--- src/rtl/multi_edge_detect.sv ---
// -----------------------------------------------------------------------------
// multi_edge_detect
//   Multi-channel edge detector for asynchronous level inputs. Each channel
//   has a synchroniser, an optional debounce filter, registered rise/fall/any
//   pulses, a mode-qualified event pulse, a saturating event counter and a
//   sticky event flag. irq is the OR of all sticky flags.
//
// Ports
//   clk         system clock, everything on posedge
//   rst_n       asynchronous active-low reset
//   sig_in      [CH]        asynchronous input levels
//   mode        [2*CH]      ch i at [2i+1:2i]: 00 off, 01 rise, 10 fall, 11 any
//   cnt_clr     synchronous clear of every event counter (beats a coincident event)
//   flag_clr    [CH]        per-channel sticky flag clear (a coincident set wins)
//   rise_pulse  [CH]        1-cycle pulse per accepted rising edge
//   fall_pulse  [CH]        1-cycle pulse per accepted falling edge
//   evt_pulse   [CH]        1-cycle pulse per edge selected by mode
//   evt_cnt     [CH*CNT_W]  ch i at [i*CNT_W +: CNT_W], saturating evt_pulse count
//   evt_flag    [CH]        sticky, set by evt_pulse
//   irq         OR of evt_flag
// -----------------------------------------------------------------------------
module multi_edge_detect #(
    parameter int CH          = 4,
    parameter int SYNC_STAGES = 2,
    parameter int DEBOUNCE    = 4,
    parameter int CNT_W       = 8
) (
    input  logic                  clk,
    input  logic                  rst_n,
    input  logic [CH-1:0]         sig_in,
    input  logic [2*CH-1:0]       mode,
    input  logic                  cnt_clr,
    input  logic [CH-1:0]         flag_clr,
    output logic [CH-1:0]         rise_pulse,
    output logic [CH-1:0]         fall_pulse,
    output logic [CH-1:0]         evt_pulse,
    output logic [CH*CNT_W-1:0]   evt_cnt,
    output logic [CH-1:0]         evt_flag,
    output logic                  irq
);

    // Debounce counter must be able to hold DEBOUNCE itself.
    localparam int                DB_W    = (DEBOUNCE > 0) ? $clog2(DEBOUNCE + 1) : 1;
    localparam logic [DB_W-1:0]   DB_MAX  = DB_W'(DEBOUNCE);
    localparam logic [DB_W-1:0]   DB_ONE  = DB_W'(1);
    localparam logic [CNT_W-1:0]  CNT_MAX = '1;
    localparam logic [CNT_W-1:0]  CNT_ONE = CNT_W'(1);

    genvar gi;
    generate
        for (gi = 0; gi < CH; gi++) begin : g_ch
            logic [SYNC_STAGES-1:0] sync_reg;
            logic                   sync_out;
            logic                   lvl_reg;
            logic                   lvl_d_reg;
            logic                   rise_reg;
            logic                   fall_reg;
            logic                   evt_reg;
            logic                   flag_reg;
            logic [CNT_W-1:0]       cnt_reg;
            logic                   rise_next;
            logic                   fall_next;
            logic                   evt_next;

            // Synchroniser chain; resets to 0, so an input held high through
            // reset release shows up as a rising edge.
            always_ff @(posedge clk or negedge rst_n) begin
                if (!rst_n) begin
                    sync_reg <= '0;
                end else begin
                    sync_reg <= {sync_reg[SYNC_STAGES-2:0], sig_in[gi]};
                end
            end

            assign sync_out = sync_reg[SYNC_STAGES-1];

            if (DEBOUNCE == 0) begin : g_nodb
                always_ff @(posedge clk or negedge rst_n) begin
                    if (!rst_n) begin
                        lvl_reg <= 1'b0;
                    end else begin
                        lvl_reg <= sync_out;
                    end
                end
            end else begin : g_db
                logic [DB_W-1:0] db_cnt_reg;

                // A new level is accepted only after it has differed from the
                // filtered level on DEBOUNCE consecutive edges and still
                // differs on the next one; any agreement restarts the count.
                always_ff @(posedge clk or negedge rst_n) begin
                    if (!rst_n) begin
                        lvl_reg    <= 1'b0;
                        db_cnt_reg <= '0;
                    end else if (sync_out != lvl_reg) begin
                        if (db_cnt_reg == DB_MAX) begin
                            lvl_reg    <= sync_out;
                            db_cnt_reg <= '0;
                        end else begin
                            db_cnt_reg <= db_cnt_reg + DB_ONE;
                        end
                    end else begin
                        db_cnt_reg <= '0;
                    end
                end
            end

            assign rise_next = lvl_reg & ~lvl_d_reg;
            assign fall_next = ~lvl_reg & lvl_d_reg;
            // Mode is applied to the edge itself, so changing mode on a steady
            // level can never produce an event.
            assign evt_next  = (mode[2*gi+1] & fall_next) | (mode[2*gi] & rise_next);

            always_ff @(posedge clk or negedge rst_n) begin
                if (!rst_n) begin
                    lvl_d_reg <= 1'b0;
                    rise_reg  <= 1'b0;
                    fall_reg  <= 1'b0;
                    evt_reg   <= 1'b0;
                end else begin
                    lvl_d_reg <= lvl_reg;
                    rise_reg  <= rise_next;
                    fall_reg  <= fall_next;
                    evt_reg   <= evt_next;
                end
            end

            always_ff @(posedge clk or negedge rst_n) begin
                if (!rst_n) begin
                    cnt_reg <= '0;
                end else if (cnt_clr) begin
                    cnt_reg <= '0;
                end else if (evt_reg && (cnt_reg != CNT_MAX)) begin
                    cnt_reg <= cnt_reg + CNT_ONE;
                end
            end

            // Set has priority over clear.
            always_ff @(posedge clk or negedge rst_n) begin
                if (!rst_n) begin
                    flag_reg <= 1'b0;
                end else begin
                    flag_reg <= evt_reg | (flag_reg & ~flag_clr[gi]);
                end
            end

            assign rise_pulse[gi]              = rise_reg;
            assign fall_pulse[gi]              = fall_reg;
            assign evt_pulse[gi]               = evt_reg;
            assign evt_flag[gi]                = flag_reg;
            assign evt_cnt[gi*CNT_W +: CNT_W]  = cnt_reg;
        end
    endgenerate

    assign irq = |evt_flag;

endmodule

--- config.mk ---
export PLATFORM = sky130hd
export DESIGN_NAME = multi_edge_detect
export DESIGN_NICKNAME = d
export VERILOG_FILES = /design/src/rtl/multi_edge_detect.sv
export SDC_FILE = /design/constraint.sdc
export NUM_CORES = 1
export LEC_CHECK = 0
export BUFFER_PORTS_ARGS = -buffer_cell sky130_fd_sc_hd__buf_2
export CAP_MARGIN = 5
export CORE_UTILIZATION = 40
export DETAILED_ROUTE_END_ITERATION = 6
export PLACE_DENSITY_LB_ADDON = 0.1
export SYNTH_ARGS = -nofsm -noshare
export SYNTH_HDL_FRONTEND = slang
export SYNTH_SLANG_ARGS = --single-unit
--- constraint.sdc ---
create_clock -name clk -period 1.8 [get_ports clk]
set_clock_uncertainty 0.2 [all_clocks]
set_input_delay 0 -clock clk [delete_from_list [all_inputs] [get_ports clk]]
set_output_delay 0 -clock clk [all_outputs]
set_load 0.03 [all_outputs]
* Word-level counts from Yosys, hierarchy flattened *
Cells that the tools add are included.

storage, ports and cells
  flip-flop bits (word level) = 76

cells by class
  $add $sub $neg = 8
  eq/ne operators = 12
  mux-type cells = 16
  bitwise logic cells = 40
  reduce and logical (&&, ||, !) cells = 13

operator list
  cell                                                            number
  8-bit 2-to-1 mux                                                8
  8-bit by 1-bit adder with 8-bit output (second input constant)  4
  8-bit inequality test (second input constant)                   4
  3-bit 2-to-1 mux                                                8
  1-bit bitwise AND                                               20
  3-bit by 1-bit adder with 3-bit output (second input constant)  4
  3-bit == test (second input constant)                           4
  1-bit NOT                                                       12
  1-bit bitwise OR                                                8
  2-bit AND reduction                                             4
  2-bit nonzero test                                              4
  1-bit logical AND                                               4
  1-bit inequality test                                           4
  4-bit OR reduction                                              1

* Logic depth before layout (Yosys ltp) *
  depth in word-level cells = 4
  gate-level depth with buffers = 5

* Worst setup path after synthesis *
OpenSTA, ideal clock, no wires.

  kind = register -> register
  start = reg g_ch[2].cnt_reg[0]
  end = reg g_ch[2].cnt_reg[1]
  arrival time = 1.505 ns
  setup slack = -0.036 ns
  cell stages (with the launch flop) = 6
  path buffers = 0
  period minus slack after synthesis = 1.836 ns
  cell sequence = dfrtp_1 > ha_1 > nand4_1 > o21ai_0 > mux2i_1 > nor2_1

between the ends
  longest elaborated chain between the ends = 3
  elaborated cells between the ends (all ways) = 6

ends and longest elaborated chain
  element                                                                          line      source
  start: declaration                                                               60        logic [CNT_W-1:0] cnt_reg;
  start signal: assignment                                                         134       cnt_reg <= cnt_reg + CNT_ONE;
  8-bit by 1-bit adder with 8-bit output or 8-bit inequality test (tied branches)  134, 133
  8-bit 2-to-1 mux or 1-bit logical AND (tied branches)                            133       end else if (evt_reg && (cnt_reg != CNT_MAX)) begin
  8-bit 2-to-1 mux or 2-bit nonzero test (tied branches)                           n/a

Several ways; a longest one is shown, not always the timed one. The select of a mux whose other input is x is not followed.
A chain may end at the register's enable or synchronous reset.

* Final worst setup path *
  start = reg g_ch[0].lvl_reg
  end = reg g_ch[0].evt_reg

between the ends
  elaborated cells between the ends (all ways) = 6

RTL lines
  element                      line  source
  start: declaration           54    logic lvl_reg;
  start signal: assignment     97    lvl_reg <= sync_out;
  1-bit bitwise AND            108   assign rise_next = lvl_reg & ~lvl_d_reg;
  named net g_ch[0].rise_next  61    logic rise_next;
  1-bit bitwise AND            112   assign evt_next = (mode[2*gi+1] & fall_next) | (mode[2*gi] & rise_next);
  1-bit bitwise OR             112
  named net g_ch[0].evt_next   63    logic evt_next;
  end signal: assignment       124   evt_reg <= evt_next;
  end: declaration             58    logic evt_reg;

The timed path passes the listed nets, and every way through them passes these cells.

==> metrics.log <==
[metrics] overflow left after global routing: 0
[metrics] synthesized instance count: ~300
[metrics] total number of yosys warnings: 0
[metrics] Worst Setup End Kind: flop
[metrics] first-pass GRT wire length: between 10 and 15 mm
[metrics] critical-path cell list: nor2b_1 > a22o_1 > dlygate4sd3_1
[metrics] number of endpoints with negative hold slack in the final report: 0
[metrics] pin count of the biggest net entering global routing: 35
[metrics] sum of buffers and inverters on the critical path: 1
[metrics] Post-Synthesis Cell Area: about 3300 um^2
[metrics] classification of the worst-slack hold path: in -> reg
[metrics] Req. time, crit path: between 1.5 and 2 ns
[metrics] buffer depth of the longest clock path: 2
[metrics] horizontal die dimension: 93.44 um
[metrics] arrival time at the worst endpoint: roughly 1.7 ns
[metrics] max capacitance violation total: 0
[metrics] vias in the first global route: between 2,000 and 2,500
[metrics] area added between synthesis and finish: 23.68%
[metrics] number of antenna violations at the first check in global routing: 0
[metrics] remaining design rule violation count: 0
[metrics] TritonRoute pass-1 iters: 4
[metrics] sum of negative setup slack: 0 ns
[metrics] buffers inserted during post-CTS setup optimization: 0
[metrics] synthesized net count: 323
[metrics] count of distinct cell types in the synthesized netlist: 43
[metrics] H-tree depth: 3
[metrics] worst-margin pin slew: around 0.40 ns
[metrics] areal power density over the cells: 1292 nW/um^2
[metrics] count of endpoints failing setup in the final report: 0
[metrics] cell type contributing the most total cell area after synthesis: sky130_fd_sc_hd__dfrtp_1
[metrics] most frequent cells in the layout: sky130_fd_sc_hd__dfrtp_1, sky130_fd_sc_hd__buf_2, sky130_fd_sc_hd__nor2_1
[metrics] reg-to-reg critical path startpoint: g_ch[0].lvl_reg
[metrics] cell type group with the largest total delay on the critical path: buffers and inverters
[metrics] I/O pins: 68
[metrics] sequential cell area fraction in the yosys report: 56.86%
[metrics] Port Buffers: between 60 and 70
[metrics] max incr delay on CP: roughly 0.56 ns
[metrics] ant diodes: 0
[metrics] register bit total from synthesis: 76
[metrics] Overall Power: roughly 5.3 mW
[metrics] core footprint: ~7900 um^2
[metrics] startpoint-to-endpoint class of the critical path: reg -> reg
[metrics] outcome: finished clean
[metrics] portion of the clock cycle consumed by the worst path in the final layout: around 95%
[metrics] number of slew-limit violations in the final report: 0
[metrics] TritonCTS Buffers: 9
[metrics] achievable clock frequency: about 580 MHz
[metrics] fin crit period: 1.711 ns
[metrics] iteration-0 DRC count of the detailed router: between 50 and 60
[metrics] height of the die: 93.44 um
[metrics] top cells by area in the synthesized netlist: sky130_fd_sc_hd__dfrtp_1, sky130_fd_sc_hd__ha_1, sky130_fd_sc_hd__buf_4
[metrics] unrepaired setup endpoints after global routing: no
[metrics] clock slew at reported path FFs: around 0.09 ns
[metrics] Static Leakage: between 2 and 2.5 nW
[metrics] Worst path slowest cell: sky130_fd_sc_hd__dlygate4sd3_1
[metrics] share of layout cells above drive strength 1: 25.92%
[metrics] Final #Nets: approximately 410
[metrics] last weighted congestion value of the routability-driven placer: 0.7457
[metrics] sum of net half-perimeters after detailed placement: roughly 4.6 mm
[metrics] Initial Utilization: approximately 42%
[metrics] startpoint of the lowest-slack hold path: sig_in[0]
[metrics] number of synthesized flops with an enable pin: 0
[metrics] VDD IR-drop max: 594.4 uV
[metrics] total global-route track usage: between 10% and 20%
[metrics] per-cell routed wire length: 13.37 um
[metrics] critical path launch point: g_ch[0].lvl_reg
[metrics] Routed Wire Length: about 6.5 mm
[metrics] per-instance average area after synthesis: 11.45 um^2
[metrics] number of flip-flops under the largest register name: 32
[metrics] register-to-register setup slack: just under 0.09 ns
[metrics] Die ar.: 8731 um^2
[metrics] clock latency at the later pin of the worst-skew pair: roughly 0.34 ns
[metrics] Top FF cell, synth: sky130_fd_sc_hd__dfrtp_1
[metrics] total number of vias: 2,445
[metrics] sinks on the clock net: 76
[metrics] Max-slew headroom: about 73%
[metrics] detail-routed via count per cell: approximately 5.1
[metrics] leading cell type in the layout, fill and taps excluded: sky130_fd_sc_hd__dfrtp_1
[metrics] CTS tree: yes
[metrics] fraction of registers with async set or reset after synthesis: between 90% and 100%
[metrics] Critical Path Start Type: flop
[metrics] CTS root buffer: sky130_fd_sc_hd__clkbuf_8
[metrics] Core Rows: 32
[metrics] share of the synthesized area in the top cell type: between 50% and 60%
[metrics] critical-path maximum fanout: 5
[metrics] number of antenna-violating nets in the routed design: 0
## power breakdown
group          internal (mW)  switching (mW)
sequential              2.11           0.317
combinational          0.650           0.977
clock                  0.648           0.645
total                   3.40            1.94
## routing by layer
metal | track usage, % | part of all wire, % | up-vias
met3 | 3.415 | 4.6 | 8
li1 | - | - | 1189
met1 | 20.80 | 47 | 1195
met4 | 5.769 | 1.2 | 0
met5 | 0 | 0 | -
met2 | 26.23 | 47 | 53
## cells by family after synthesis
family | after synthesis | share of synthesized area (%)
muxes | 13 | 4.040
AOI/OAI and AO/OA | 50 | 10.62
DFF | 76 | 56.86
buffers and inverters | 36 | 6.098
and+or+nand+nor | 95 | 15.26
xor gates and xnor gates | 10 | 2.619
adders and majority gates | 12 | 4.489
## through the flow
step                cell area [um^2]  worst slack (ns)  hold slack (ns)  utilization (%)  instances
floorplan                       3346          0.003067          -0.4956                -        292
global placement                3729            0.1727          -0.2631            47.27        448
detailed placement              3729           0.09210          -0.2619            47.27        448
CTS                             4136           0.07459          0.07940            52.44        484
global route                    4136          0.004079          0.08218            52.44        484
finish                          4136           0.08949          0.09588            52.44        484
## repair_timing
| item | 4_1_cts | 5_1_grt |
|---|---|---|
| hold endpoints to repair | 105 | 0 |
| setup endpoints to repair | 0 | 1 |
| gates resized for setup | 0 | 1 |
| hold buffers | 20 | 0 |
## path summary, 6_finish.rpt
kind,depth (start not counted),endpoint
worst min-delay path,2,g_ch[0].sync_reg[0]
min in group asynchronous,4,g_ch[2].cnt_reg[4]
worst min register to register,0,g_ch[3].sync_reg[1]
worst max register to register,3,g_ch[0].evt_reg
worst max-delay path,3,g_ch[0].evt_reg
max in group asynchronous,4,g_ch[3].sync_reg[0]
## cell usage after synthesis, drive strengths merged, types with 3 or more instances
library cell,instances
nor3,6
dfrtp,76
mux2,4
nand3,11
a311oi,5
nor2b,16
inv,17
a21o,3
and4,5
nand4,5
a22o,4
o21ai,9
a21oi,10
xnor2,4
xor2,6
buf,17
a211oi,6
mux2i,9
nor3b,5
o211ai,3
and3,8
ha,12
nand2,9
a31oi,3
nor2,26
## area by class of cell
type / instances / area, um^2
multi-input combinational: 180 / 1239
timing repair buffer: 93 / 605.6
inverter: 17 / 63.81
clock buffer: 9 / 123.9
clock inverter: 7 / 73.82
fill: 737 / 3751
sequential: 76 / 1903
tap: 102 / 127.6
Note: power is estimated with default switching activity, not from simulation.
